--- src/rtl/nl_vc_in_buffer_pkg.sv ---
// Shared router types and helpers for the VC input buffer and its upstream credit stage.
package nl_vc_in_buffer_pkg;

  localparam int unsigned num_vcs   = 2;
  localparam int unsigned data_bits = 16;

  // Ceiling log2, never less than 1 so every derived vector has a real width.
  function automatic int unsigned clogb2(input int unsigned val);
    int unsigned res;
    res = 0;
    while ((32'd1 << res) < val) res++;
    if (res == 0) res = 1;
    return res;
  endfunction

  localparam int unsigned vc_index_bits = clogb2(num_vcs);

  typedef logic [num_vcs-1:0]       vc_t;
  typedef logic [vc_index_bits-1:0] vc_index_t;

  typedef struct packed {
    vc_t vc_id;
  } flit_ctrl_t;

  typedef struct packed {
    flit_ctrl_t           control;
    logic [data_bits-1:0] data;
  } flit_t;

  typedef struct packed {
    logic      credit_valid;
    vc_index_t credit;
  } chan_cntrl_t;

  function automatic vc_index_t oh2bin(input vc_t oh);
    vc_index_t res;
    res = '0;
    for (int i = 0; i < int'(num_vcs); i++) begin
      if (oh[i]) res |= vc_index_t'(i);
    end
    return res;
  endfunction

endpackage

--- src/rtl/nl_vc_in_buffer_if.sv ---
// Link-side flit/dequeue/credit bundle between the router and the VC input buffer.
interface nl_vc_in_buffer_if;
  import nl_vc_in_buffer_pkg::*;

  flit_t                    flit;
  logic                     flit_valid;
  vc_t                      deq;
  flit_t [num_vcs-1:0]      vc_head;
  vc_t                      vc_head_valid;
  chan_cntrl_t              channel_cntrl_out;

  modport master (
    output flit, flit_valid, deq,
    input  vc_head, vc_head_valid, channel_cntrl_out
  );

  modport slave (
    input  flit, flit_valid, deq,
    output vc_head, vc_head_valid, channel_cntrl_out
  );

endinterface

--- src/rtl/nl_vc_fifo.sv ---
// Single-VC flit FIFO; push and pop arrive already qualified against full/empty.
module nl_vc_fifo
  import nl_vc_in_buffer_pkg::*;
#(
  parameter int unsigned buf_depth = 4
) (
  input  logic  clk,
  input  logic  rst,
  input  logic  push,
  input  logic  pop,
  input  flit_t din,
  output flit_t head,
  output logic  full,
  output logic  empty
);

  localparam int unsigned ptr_bits = clogb2(buf_depth);
  localparam int unsigned cnt_bits = clogb2(buf_depth + 1);

  typedef logic [ptr_bits-1:0] ptr_t;
  typedef logic [cnt_bits-1:0] cnt_t;

  localparam ptr_t LastPtr = ptr_t'(buf_depth - 1);
  localparam cnt_t FullCnt = cnt_t'(buf_depth);

  flit_t mem [buf_depth];
  ptr_t  wr_ptr_q, wr_ptr_d, rd_ptr_q, rd_ptr_d;
  cnt_t  occ_q, occ_d;

  assign empty = (occ_q == '0);
  assign full  = (occ_q == FullCnt);
  assign head  = mem[rd_ptr_q];

  // Explicit wrap so non-power-of-two depths work.
  always_comb begin
    wr_ptr_d = wr_ptr_q;
    rd_ptr_d = rd_ptr_q;
    occ_d    = occ_q;
    if (push) wr_ptr_d = (wr_ptr_q == LastPtr) ? '0 : wr_ptr_q + ptr_t'(1);
    if (pop)  rd_ptr_d = (rd_ptr_q == LastPtr) ? '0 : rd_ptr_q + ptr_t'(1);
    if (push && !pop)      occ_d = occ_q + cnt_t'(1);
    else if (pop && !push) occ_d = occ_q - cnt_t'(1);
  end

  always_ff @(posedge clk) begin
    if (rst) begin
      wr_ptr_q <= '0;
      rd_ptr_q <= '0;
      occ_q    <= '0;
    end else begin
      wr_ptr_q <= wr_ptr_d;
      rd_ptr_q <= rd_ptr_d;
      occ_q    <= occ_d;
    end
  end

  always_ff @(posedge clk) begin
    if (push) mem[wr_ptr_q] <= din;
  end

endmodule

--- src/rtl/nl_vc_in_buffer.sv ---
// Input-port VC buffer: per-VC FIFOs, head presentation and one-credit-per-dequeue return.
// Optional protocol checking and the buf_err port are enabled by NL_VC_BUF_CHECK_EN.
module nl_vc_in_buffer
  import nl_vc_in_buffer_pkg::*;
#(
  parameter int unsigned buf_depth = 4
) (
  input  logic                   clk,
  input  logic                   rst,
  nl_vc_in_buffer_if.slave       bus
`ifdef NL_VC_BUF_CHECK_EN
  ,
  output logic                   buf_err
`endif
);

  vc_index_t   wr_vc;
  vc_t         wr_sel, push, pop, full, empty;
  flit_t       heads [num_vcs];
  chan_cntrl_t credit_d, credit_q;

  assign wr_vc = oh2bin(bus.flit.control.vc_id);
  // A write to a full VC is only accepted when that VC frees a slot in the same cycle.
  assign pop   = bus.deq & ~empty;
  assign push  = wr_sel & (~full | pop);

  for (genvar v = 0; v < int'(num_vcs); v++) begin : g_vc
    assign wr_sel[v] = bus.flit_valid && (wr_vc == vc_index_t'(v));

    nl_vc_fifo #(
      .buf_depth(buf_depth)
    ) u_fifo (
      .clk  (clk),
      .rst  (rst),
      .push (push[v]),
      .pop  (pop[v]),
      .din  (bus.flit),
      .head (heads[v]),
      .full (full[v]),
      .empty(empty[v])
    );
  end

  always_comb begin
    for (int v = 0; v < int'(num_vcs); v++) bus.vc_head[v] = heads[v];
  end

  assign bus.vc_head_valid = ~empty;

  always_comb begin
    credit_d.credit_valid = |pop;
    credit_d.credit       = oh2bin(pop);
  end

  always_ff @(posedge clk) begin
    if (rst) credit_q <= '0;
    else     credit_q <= credit_d;
  end

  assign bus.channel_cntrl_out = credit_q;

`ifdef NL_VC_BUF_CHECK_EN
  logic err_evt, err_d, err_q;

  always_comb begin
    err_evt = 1'b0;
    if (|(wr_sel & full & ~bus.deq))                      err_evt = 1'b1;
    if (|(bus.deq & empty))                               err_evt = 1'b1;
    if ((bus.deq & (bus.deq - vc_t'(1))) != '0)           err_evt = 1'b1;
    if (bus.flit_valid &&
        ((bus.flit.control.vc_id == '0) ||
         ((bus.flit.control.vc_id & (bus.flit.control.vc_id - vc_t'(1))) != '0)))
                                                          err_evt = 1'b1;
    err_d = err_q | err_evt;
  end

  always_ff @(posedge clk) begin
    if (rst) begin
      err_q <= 1'b0;
    end else begin
      err_q <= err_d;
      if (err_evt) $error("nl_vc_in_buffer: protocol violation");
    end
  end

  assign buf_err = err_q;
`endif

endmodule

--- src/flat_wrapper.sv ---
// flat-port wrapper written by rule: the top's interface ports become plain ports
module nl_vc_in_buffer_flat import nl_vc_in_buffer_pkg::*;
#(
  parameter int unsigned buf_depth = 4
)
  (clk, rst, bus_flit, bus_flit_valid, bus_deq, bus_vc_head, bus_vc_head_valid, bus_channel_cntrl_out);
  nl_vc_in_buffer_if bus_i ();
  input  logic clk;
  input  logic rst;
  input wire logic [$bits(bus_i.flit)-1:0] bus_flit;
  input wire logic [$bits(bus_i.flit_valid)-1:0] bus_flit_valid;
  input wire logic [$bits(bus_i.deq)-1:0] bus_deq;
  output wire logic [$bits(bus_i.vc_head)-1:0] bus_vc_head;
  output wire logic [$bits(bus_i.vc_head_valid)-1:0] bus_vc_head_valid;
  output wire logic [$bits(bus_i.channel_cntrl_out)-1:0] bus_channel_cntrl_out;
  assign bus_i.flit = bus_flit;
  assign bus_i.flit_valid = bus_flit_valid;
  assign bus_i.deq = bus_deq;
  assign bus_vc_head = bus_i.vc_head;
  assign bus_vc_head_valid = bus_i.vc_head_valid;
  assign bus_channel_cntrl_out = bus_i.channel_cntrl_out;
  nl_vc_in_buffer #(.buf_depth(buf_depth)) u_core (.clk(clk), .rst(rst), .bus(bus_i));
endmodule
--- config.mk ---
export PLATFORM = sky130hd
export DESIGN_NAME = nl_vc_in_buffer_flat
export DESIGN_NICKNAME = d
export VERILOG_FILES = /design/src/rtl/nl_vc_in_buffer_pkg.sv /design/src/rtl/nl_vc_in_buffer_if.sv /design/src/rtl/nl_vc_fifo.sv /design/src/rtl/nl_vc_in_buffer.sv /design/src/flat_wrapper.sv
export SDC_FILE = /design/constraint.sdc
export NUM_CORES = 1
export LEC_CHECK = 0
export ABC_CLOCK_PERIOD_IN_PS = 3000
export CORE_UTILIZATION = 42
export DETAILED_ROUTE_END_ITERATION = 16
export PLACE_DENSITY = 0.66
export SYNTH_ARGS = -nofsm -noshare
export SYNTH_HDL_FRONTEND = slang
export SYNTH_SLANG_ARGS = --single-unit
--- constraint.sdc ---
create_clock -name clk -period 3 [get_ports clk]
set_clock_uncertainty 0.05 [all_clocks]
set_input_delay 0.45 -clock clk [delete_from_list [all_inputs] [get_ports clk]]
set_output_delay 0.45 -clock clk [all_outputs]
set_load 0.005 [all_outputs]
## Word level (Yosys, flattened, before mapping)

Memory sizes are Yosys's and may differ from the RTL's. A register that Yosys moved wholly into a read port is not among the register bits.
Index checks and enable logic that the tools add are counted.
Widths: inputs -> output; s select.

| storage, ports and cells | value |
|---|---|
| register bits after elaboration | 16 |
| bits in writable memories | 144 |
| bits of input ports | 23 |
| output and inout port bits | 40 |
| memories | 2 |

Memories:

| memory | words | width | read ports | clocked after memory_dff | write ports | line | source |
|---|---|---|---|---|---|---|---|
| u_core.g_vc[0].u_fifo.mem | 4 | 18 | 1 | 1 | 1 | nl_vc_fifo.sv:26 | `flit_t mem [buf_depth];` |
| u_core.g_vc[1].u_fifo.mem | 4 | 18 | 1 | 1 | 1 | nl_vc_fifo.sv:26 |  |

| operators by class | value |
|---|---|
| $add $sub $neg | 8 |
| equal/unequal tests | 6 |
| multiplexer cells | 18 |
| bitwise logic cells | 6 |
| reductions and logical operators | 15 |

Operator list:

| operator | number |
|---|---|
| $mux 2 | 8 |
| $mux 3 | 4 |
| $add 2x1->2 const B | 4 |
| $eq 2x2->1 const B | 4 |
| $add 3x1->3 const B | 2 |
| $eq 3x3->1 const B | 2 |
| $logic_and 1x1->1 | 6 |
| $logic_not 3->1 | 2 |
| $mux 1 | 6 |
| $sub 3x1->3 const B | 2 |
| $and 2x2->2 | 2 |
| $logic_not 1->1 | 4 |
| $not 2->2 | 2 |
| $reduce_bool 2->1 | 2 |
| $or 2x2->2 | 1 |
| $reduce_or 2->1 | 1 |
| $not 1->1 | 1 |

## Depth between registers and ports, before layout

Gate-level depths: netlist (run 1).

| depth | value |
|---|---|
| depth after elaboration | 9 |
| depth in mapped cells | 8 |
| gate-level depth less buffers | 8 |

## Cells and area by module

A second synthesis (run 1) with hierarchy kept.

| unflattened totals | value |
|---|---|
| cells, all modules | 290 |
| area total of the unflattened synthesis | 6281.0 um2 |

By module, submodules not included:

| module | times used | cells each | area an instance (um2) | sequential area each (um2) |
|---|---|---|---|---|
| nl_vc_fifo | 2 | 138 | 3079.2 | 2342.2 |
| nl_vc_in_buffer | 1 | 14 | 122.6 | 40.0 |

## Worst setup path before layout (run 1)

No wires, ideal clock.

| timing | value |
|---|---|
| path type | register to register |
| start | reg u_core.g_vc[0].u_fifo.occ_q[0] |
| end | reg u_core.g_vc[0].u_fifo.occ_q[2] |
| library setup time | 71 ps |
| arrival | 2089 ps |
| path slack | 790 ps |
| cell stages (with the launch flop) | 8 |
| buffers on the path | 0 |
| period minus slack after synthesis | 2210 ps |
| path through | dfxtp_1 > o31ai_1 > ha_1 > inv_1 > fa_1 > xor2_1 > or3_1 > a21oi_1 |

| on the way | value |
|---|---|
| longest elaborated chain between the ends | 8 |
| elaborated cells between the ends (all ways) | 16 |
| classes of those cells | add/sub: 2; eq/ne: 1; mux: 2; bitwise: 5; reduce/logical: 6 |

RTL lines:

| what | line | source |
|---|---|---|
| start, declared | nl_vc_fifo.sv:28 | `cnt_t occ_q, occ_d;` |
| start signal, assigned | nl_vc_fifo.sv:49 | `occ_q <= '0;` |
| start signal, assigned | nl_vc_fifo.sv:53 | `occ_q <= occ_d;` |
| $logic_not 3->1 | nl_vc_fifo.sv:30 | `assign empty = (occ_q == '0);` |
| $not 2->2 | nl_vc_in_buffer.sv:24 | `assign pop = bus.deq & ~empty;` |
| $and 2x2->2 | nl_vc_in_buffer.sv:24 |  |
| $or 2x2->2 | nl_vc_in_buffer.sv:25 | `assign push = wr_sel & (~full \| pop);` |
| $and 2x2->2 | nl_vc_in_buffer.sv:25 |  |
| $logic_not 1->1 | nl_vc_fifo.sv:42 | `else if (pop && !push) occ_d = occ_q - cnt_t'(1);` |
| $logic_and 1x1->1 | nl_vc_fifo.sv:42 |  |
| $reduce_bool 2->1 (no source line) | -- |  |

Several ways; a longest one is shown, not always the timed one. The select of a mux whose other input is x is not followed.
A chain may end at the register's enable or synchronous reset.

==> flow_summary.ini, run 1 <==
[power]
pwr_density_cell_nw_per_um2 = 808
power_mw = 6.18
irDropWorstVdd_uv = 480
power_leakage_nw = 2.53

[critical_path]
critPathKind = register to output port
r2r-start = u_core.g_vc[0].u_fifo.occ_q[0]
end_kind = output port
crit_end = bus_vc_head[33]
worstPathArrival_ns = 2.25
reg2reg_depth = 7
rrSetupSlack_ns = 0.48
worstPathMaxFanout = 14
cp.required_ns = 2.50
r2r_end = u_core.g_vc[0].u_fifo.occ_q[2]
worstSetupStartpointType = register

[clocking]
cts.sinks = 164
clkSlewWorstSetupHoldPaths_ns = 0.06
root_buffer = clkbuf_16
cts_setup_buffers = 0
cts_resized = 0
clk_latency_ns = 0.42
cts_buffers = 17
htreeDepth = 4
cts_tree = done
clk_path_buf_depth = 2
cts_hold_buf = 0

[floorplanning]
die_y_um = 123
core_area_um2 = 14500
start_util_pct = 42.8
pin_count = 63
core.rowCount = 44
die_w_um = 123
fp.dieArea_um2 = 15200

[run]
maxCapViolations = 0

[placement]
portBuffers = 62
postPlaceCellArea_um2 = 7050
dpl.cell_count = 531
place_congestion = 0.683
hpwl_um = 6720
pre_cts_ws_ns = 0.244

[sta]
max_clock_freq_mhz = 363
tightest_slew_ns = 1.00
postLayoutSetupSlackWorst_ns = 0.247
setup_tns_ns = 0
finalHoldWorstSlack_ns = 0.456
setup_viol = 0
hold_viol = 0
post-route-period-util_pct = 91.8
slew_headroom_pct = 33.4
finalCriticalPeriod_ns = 2.75
drv_slew = 0
rsz0062_at_grt = no

[synth]
synth-simple-area-share_pct = 3.60
synth_fa_ha_area_share_pct = 3.07
syn-cell-area_um2 = 6190
ys_ff_latch = 164
yosysSeqAreaShare_pct = 76.3
postSynthAreaPerCell_um2 = 21.4
synth_mux_area_share_pct = 13.7
synth_top_family_by_area = multiplexers
synth_cells = 289
synth_compound_area_share_pct = 1.58
ys_types = 32
synthXorXnorAreaFrac_pct = 0.566
ys_warn_count = 0
syn_nets = 326

[final_layout]
nets = 403
final_cells = 563
postLayoutCellArea_um2 = 7650
syn_to_final_growth_pct = 23.5
num_antenna_cells = 0
drive_gt1_share_pct = 20.3
final_common_cell = edfxtp_1
fin_util_pct = 52.8
final_cell_mix = edfxtp_1, clkdlybuf4s50_1, mux4_2
fill_cells = 1136

[global_routing]
grt_pass1_vias = 3017
antenna_found_initial = 0
grt_max_degree = 20
grt_overflow = 0
grtUsageTotal_pct = 15.8
grt_pass1_wl_um = 16800

[drt]
vias = 2928
drtIter0Drc = 270
wl_per_cell_um = 19.5
firstDrtPassIters = 11
postRouteAntennaNets = 0
vias_per_cell = 5.20
drc = 1
wl_um = 11000

[min_path]
hold_class = register to register
min_from = u_core.g_vc[1].u_fifo.rd_ptr_q[0]

[outcome]
status = finished with violations
violations = DRC
worst max-delay path, stage by stage (launching register included):
cell and delay [ns]:
dfxtp_1 0.56, buf_12 0.23, mux4_2 0.52, clkdlybuf4s50_1 0.54
metal layers:
layer	wire, um	global-route usage [%]
met1	4980	20.8
met2	5350	24.4
met3	525	5.90
met4	101	5.20
met5	0	0
synthesized netlist by cell type (all sizes together):
library cell | count | share of area, %
o31ai | 5 | 0.85
mux4 | 36 | 13
nor3 | 2 | 0.16
nand4b | 1 | 0.14
inv | 6 | 0.36
or4b | 2 | 0.38
and2 | 2 | 0.24
and3 | 8 | 0.89
dfxtp | 20 | 6.5
nand2 | 3 | 0.18
buf | 7 | 0.59
clkbuf | 3 | 0.22
a21oi | 6 | 0.48
or3 | 6 | 0.63
mux2i | 4 | 0.65
o21ai | 3 | 0.24
nor2 | 8 | 0.48
edfxtp | 144 | 70
ha | 12 | 2.4
nand3 | 3 | 0.24
fa | 2 | 0.65
xor2 | 4 | 0.57
nor2b | 1 | 0.10
nor4b | 1 | 0.14
where the power goes:
| part | switching, mW | internal (mW) | total (mW) | leakage, nW |
|---|---|---|---|---|
| Sequential | 0.0990 | 2.62 | 2.72 | 1.47 |
| Clock | 0.813 | 1.38 | 2.19 | 0.288 |
| Combinational | 0.496 | 0.772 | 1.27 | 0.768 |
cells by family after synthesis:
kind of cell               after synthesis
DFF                                    164
muxes                                   40
and+or+nand+nor                         37
buffers and inverters                   16
AOI/OAI and AO/OA                       14
adders and majority gates               14
xor gates and xnor gates                 4
registers in the layout, indices dropped and copies added (netlist names), named ones only:
name                          flops
u_core.g_vc.u_fifo.mem          144
u_core.g_vc.u_fifo.wr_ptr_q       4
u_core.g_vc.u_fifo.occ_q          6
u_core.bus.channel_cntrl_out      2
u_core.g_vc.u_fifo.rd_ptr_q       4
final cells by class:
type,count,area (um^2),area share [%]
Timing Repair Buffer,68,678,8.86
Sequential cell,164,4720,61.8
Tap cell,184,230,3.01
Inverter,6,22.5,0.294
Clock inverter,12,161,2.11
Clock buffer,20,437,5.71
Multi-Input combinational cell,109,1400,18.3
worst min-delay path by stage:
stage | to | slack, ns | cells after the start
2_1_floorplan | register | 0.41 | 2
3_3_place_gp | u_core.g_vc[0].u_fifo.rd_ptr_q[0] | 0.42 | 2
3_5_place_dp | u_core.g_vc[0].u_fifo.rd_ptr_q[0] | 0.46 | 2
4_1_cts | register | 0.46 | 2
5_1_grt | u_core.g_vc[1].u_fifo.rd_ptr_q[0] | 0.47 | 2
6_report | u_core.g_vc[1].u_fifo.rd_ptr_q[0] | 0.46 | 2
No activity file was read; power rests on OpenSTA's default activity.
==> inputs of run 2 (changes only) <==
- ABC_CLOCK_PERIOD_IN_PS: 3000 -> 2950
- SKIP_LAST_GASP: default -> 1
- clock period: 3 -> 2.95 ns (I/O delays scaled with it)
==> run 2 against run 1 <==
The flow still finishes with violations (DRC). Combinational power about the same. Register-to-register slack got worse by 0.07 ns. Wire length increased by 0.64%. First-iteration DRC count is 19% lower. Global-route usage is essentially flat. Clock power about the same. Setup slack worse by 0.0011 ns. Utilization about the same. Flip-flop and latch count did not move. Cell area hardly changed. Largest cell class unchanged. Largest power group unchanged.
==> flow_summary.ini, run 2 (synthesis results as in run 1) <==
[power]
pwr-share-comb_pct = 20.6
power_mw = 6.23
power_frac_seq_pct = 44.4
pwr_density_cell_nw_per_um2 = 815
p_sw_share_pct = 23.2
netSwitchingPower_mw = 1.45
p_int_mw = 4.79
p_clk_share_pct = 35.0
irDropWorstVdd_uv = 441
power_leakage_nw = 2.53

[floorplanning]
fp.dieArea_um2 = 15200
core_area_um2 = 14500
pin_count = 63
die_y_um = 123
start_util_pct = 42.8
core.rowCount = 44
die_w_um = 123

[sta]
setup_viol = 0
max_clock_freq_mhz = 370
slew_headroom_pct = 31.3
finalCriticalPeriod_ns = 2.70
postLayoutSetupSlackWorst_ns = 0.246
drv_slew = 0
post-route-period-util_pct = 91.6
hold_viol = 0
rsz0062_at_grt = no
setup_tns_ns = 0
tightest_slew_ns = 1.03

[final_layout]
nets = 403
multi_input_area_um2 = 1400
final_common_cell = edfxtp_1
reg_top3 = u_core.g_vc.u_fifo.mem x144, u_core.g_vc.u_fifo.occ_q x6
syn_to_final_growth_pct = 23.6
fill_cells = 1116
largest-register = u_core.g_vc.u_fifo.mem
final_cell_mix = edfxtp_1, clkdlybuf4s50_1, mux4_2
drive_gt1_share_pct = 21.1
seq_area_um2 = 4720
largest_register_ffs = 144
num_antenna_cells = 0

[outcome]
status = finished with violations
violations = DRC

[critical_path]
end_kind = output port
cpMaxStageDelayCell = dfxtp_1
worstPathMaxFanout = 14
worstSetupStartpointType = register
cp_num_buf_inv = 2
reg2reg_depth = 7
crit_chain = buf_12, mux4_2, clkdlybuf4s50_1
critPathMaxStageDelay_ns = 0.54
crit_end = bus_vc_head[33]
rrSetupSlack_ns = 0.41
r2r-start = u_core.g_vc[0].u_fifo.occ_q[0]
cp.depth = 3
cp.required_ns = 2.46
critPathKind = register to output port
worst_path_dominant_cell_family = buffers and inverters
r2r_end = u_core.g_vc[0].u_fifo.occ_q[2]
worstPathArrival_ns = 2.21

[drt]
drc = 1
wl_um = 11000
drtIter0Drc = 218
wl_per_cell_um = 19.6
vias_per_cell = 5.16
vias = 2905
postRouteAntennaNets = 0
firstDrtPassIters = 10

[clocking]
clk_path_buf_depth = 2
clk_latency_ns = 0.42
cts_setup_buffers = 0
cts.sinks = 164
cts_hold_buf = 0
cts_resized = 0
clkSlewWorstSetupHoldPaths_ns = 0.06
htreeDepth = 4
cts_tree = done
cts_buffers = 17
root_buffer = clkbuf_16

[placement]
portBuffers = 62
pre_cts_ws_ns = 0.212
place_congestion = 0.683
hpwl_um = 6570

[global_routing]
antenna_found_initial = 0
grt_max_degree = 20
grt_pass1_vias = 2944
grt_pass1_wl_um = 16600
grtUsageTotal_pct = 15.9
grt_overflow = 0

[run]
maxCapViolations = 0

[min_path]
hold_class = register to register
## run 2: changes by cell type in the layout (fill, tap and decap cells not counted), sizes merged
cell and change:
inv +2, bufinv -1, clkbuf -1, clkinv +1, clkinvlp -1
## run 2: how the worst min path moves through the flow
stage                                                 start                                 to  slack (ns)  cells past startpoint
after floorplan           u_core.g_vc[1].u_fifo.rd_ptr_q[0]                           register        0.41                      2
after global placement    u_core.g_vc[0].u_fifo.rd_ptr_q[0]                           register        0.42                      2
after detailed placement  u_core.g_vc[1].u_fifo.rd_ptr_q[0]  u_core.g_vc[1].u_fifo.rd_ptr_q[0]        0.45                      2
after CTS                 u_core.g_vc[1].u_fifo.rd_ptr_q[0]  u_core.g_vc[1].u_fifo.rd_ptr_q[0]        0.45                      2
after global routing         u_core.g_vc[0].u_fifo.occ_q[2]     u_core.g_vc[0].u_fifo.occ_q[2]        0.48                      2
final                     u_core.g_vc[1].u_fifo.rd_ptr_q[0]                           register        0.45                      2
## run 2: layout make-up
class | count | area share, %
inverter | 6 | 0.294
tap | 184 | 3.01
multi-input combinational | 109 | 18.2
timing repair buffer | 68 | 9.02
clock inverter | 13 | 2.04
clock buffer | 19 | 5.66
sequential | 164 | 61.7
## run 2: through the flow
stage          hold WS [ns]  instances  utilization (%)  area (um^2)
6_report              0.448        563             52.9         7650
5_1_grt               0.483        563             52.9         7650
4_1_cts               0.454        563             52.9         7650
3_5_place_dp          0.446        531             48.8         7060
3_3_place_gp          0.422        531             48.8         7060
2_1_floorplan         0.413        289                -         6190
## run 2: power groups by stage
stage,Sequential (mW),Combinational [mW],Clock (mW)
after detailed placement,2.82,1.31,0
final,2.77,1.29,2.18
after floorplan,2.77,0.714,0
after global placement,2.81,1.29,0
after CTS,2.77,1.32,2.22
after global routing,2.79,1.41,2.31
## run 2: worst min-delay path, cell delays in order (launching register included)
cell     delay, ns
dfxtp_1       0.32
nand2_1       0.05
a21oi_1       0.07
## run 2: metal layers
layer / GRT usage (%) / share of wire, % / vias to the layer above
met5: 0 / 0 / -
li1: - / - / 1336
met3: 5.30 / 5.0 / 11
met2: 25.6 / 50 / 71
met4: 5.65 / 0.95 / 0
met1: 20.0 / 44 / 1487
==> inputs of run 3 (changes only) <==
- ABC_CLOCK_PERIOD_IN_PS: 2950 -> 2700
- clock period: 2.95 -> 2.7 ns (I/O delays scaled with it)
==> run 3 against run 2 <==
The run still ends with DRC left. Final cell count increased by 1.1%. Global-route usage decreased by 0.25 points. Non-clock buffer count increased by 6. Hold slack hardly changed. Clock-buffer cell count unchanged. Register-to-register slack worse by 0.03 ns. Flip-flop and latch count unchanged. Critical path type unchanged. Critical endpoint is now bus_vc_head[17]. Highest routed layer unchanged.
==> flow_summary.ini, run 3 (synthesis results as in run 1) <==
[critical_path]
r2r_end = u_core.g_vc[1].u_fifo.occ_q[2]
rrSetupSlack_ns = 0.38
reg2reg_depth = 7
worstPathMaxFanout = 18
worstPathArrival_ns = 2.03
worstSetupStartpointType = register
cp_num_buf_inv = 2
end_kind = output port
crit_chain = buf_12, mux4_2, clkdlybuf4s50_1
critPathMaxStageDelay_ns = 0.57
worst_path_dominant_cell_family = buffers and inverters
critPathKind = register to output port
cpMaxStageDelayCell = mux4_2
r2r-start = u_core.g_vc[1].u_fifo.occ_q[0]
cp.required_ns = 2.25

[power]
irDropWorstVdd_uv = 613
power_leakage_nw = 2.55
pwr_density_cell_nw_per_um2 = 878

[clocking]
root_buffer = clkbuf_16
clk_path_buf_depth = 2
htreeDepth = 4
cts_setup_buffers = 0
cts_buffers = 17
clkSlewWorstSetupHoldPaths_ns = 0.06
cts_tree = done
cts_resized = 0
clk_latency_ns = 0.41
cts.sinks = 164
cts_hold_buf = 0

[drt]
wl_um = 10700
drt-met1-wl_um = 4640
vias = 2972
firstDrtPassIters = 11
wl_met2_um = 5440
vias_per_cell = 5.22
topRoutingLayerUsed = met4
dr_wl_met3_um = 481
drtIter0Drc = 220
drc = 1
postRouteAntennaNets = 0
wl_per_cell_um = 18.8

[global_routing]
grtUsageTotal_pct = 15.6
grt_pass1_vias = 3063
grt_max_degree = 20
grt_pass1_wl_um = 16500
grt_overflow = 0
antenna_found_initial = 0

[sta]
tightest_slew_ns = 0.729
post-route-period-util_pct = 92.1
slew_headroom_pct = 51.2
setup_viol = 0
rsz0062_at_grt = no
drv_slew = 0
hold_viol = 0
max_clock_freq_mhz = 402
postLayoutSetupSlackWorst_ns = 0.213
setup_tns_ns = 0
finalCriticalPeriod_ns = 2.49

[final_layout]
reg_top3 = u_core.g_vc.u_fifo.mem x144, u_core.g_vc.u_fifo.occ_q x6
num_antenna_cells = 0
nets = 409
final_common_cell = edfxtp_1
largest-register = u_core.g_vc.u_fifo.mem
drive_gt1_share_pct = 22.6
final_cell_mix = edfxtp_1, clkdlybuf4s50_1, mux4_2
largest_register_ffs = 144
syn_to_final_growth_pct = 23.9

[min_path]
min_from = u_core.g_vc[1].u_fifo.rd_ptr_q[0]
hold_depth = 2
hold_class = register to register

[floorplanning]
fp.dieArea_um2 = 15200
core.rowCount = 44
pin_count = 63
core_area_um2 = 14500
die_w_um = 123
start_util_pct = 42.8
die_y_um = 123

[outcome]
violations = DRC
status = finished with violations

[placement]
hpwl_um = 6540
pre_cts_ws_ns = 0.00535
place_congestion = 0.665
portBuffers = 62

[run]
maxCapViolations = 0
==> run 3: cell types whose count changed in the layout (fill, tap and decap cells not counted), sizes merged <==
cell      before  now
clkinv         8    7
clkinvlp       0    2
bufinv         3    2
buf            6   12
==> run 3: final cells by class <==
| class | instances | area (um^2) |
|---|---|---|
| inverter | 6 | 22.5 |
| fill | 1151 | 6800 |
| clock inverter | 13 | 134 |
| timing repair buffer | 74 | 736 |
| multi-input combinational | 109 | 1400 |
| sequential | 164 | 4720 |
| clock buffer | 19 | 433 |
| tap | 184 | 230 |
==> run 3: stage by stage <==
stage	hold slack, ns	utilization (%)	cells	instance area [um^2]	total power [mW]
floorplan	0.413	-	289	6190	3.81
global placement	0.430	49.1	537	7110	4.50
detailed placement	0.440	49.1	537	7110	4.54
CTS	0.451	53.0	569	7680	6.81
global route	0.473	53.0	569	7680	7.05
finish	0.448	53.0	569	7680	6.74
==> run 3: worst max-delay path by stage <==
stage                              startpoint                             end  slack, ns  cells after the start
5_1_grt                              register                 bus_vc_head[33]       0.12                      3
6_report                             register                 bus_vc_head[17]       0.21                      3
4_1_cts                              register                 bus_vc_head[17]       0.19                      3
3_3_place_gp                   bus_flit_valid  u_core.g_vc[0].u_fifo.occ_q[2]       0.11                      9
3_5_place_dp                   bus_flit_valid  u_core.g_vc[0].u_fifo.occ_q[2]      0.005                      9
2_1_floorplan  u_core.g_vc[0].u_fifo.occ_q[0]  u_core.g_vc[0].u_fifo.occ_q[2]       0.49                      7
==> run 3: worst min-delay path, stage by stage, from the launching register on <==
cell and delay, ns:
dfxtp_1 0.32, nand2_1 0.06, a21oi_1 0.06
==> run 3: report_power, final <==
part | switching, mW | internal (mW)
Combinational | 0.566 | 0.886
Clock | 0.925 | 1.36
Sequential | 0.0893 | 2.91
==> run 3: routing by layer <==
| layer | track usage [%] | up-vias |
|---|---|---|
| met5 | 0 | - |
| met4 | 5.72 | 0 |
| met3 | 5.17 | 14 |
| met2 | 25.3 | 73 |
| met1 | 19.6 | 1533 |
| li1 | - | 1352 |
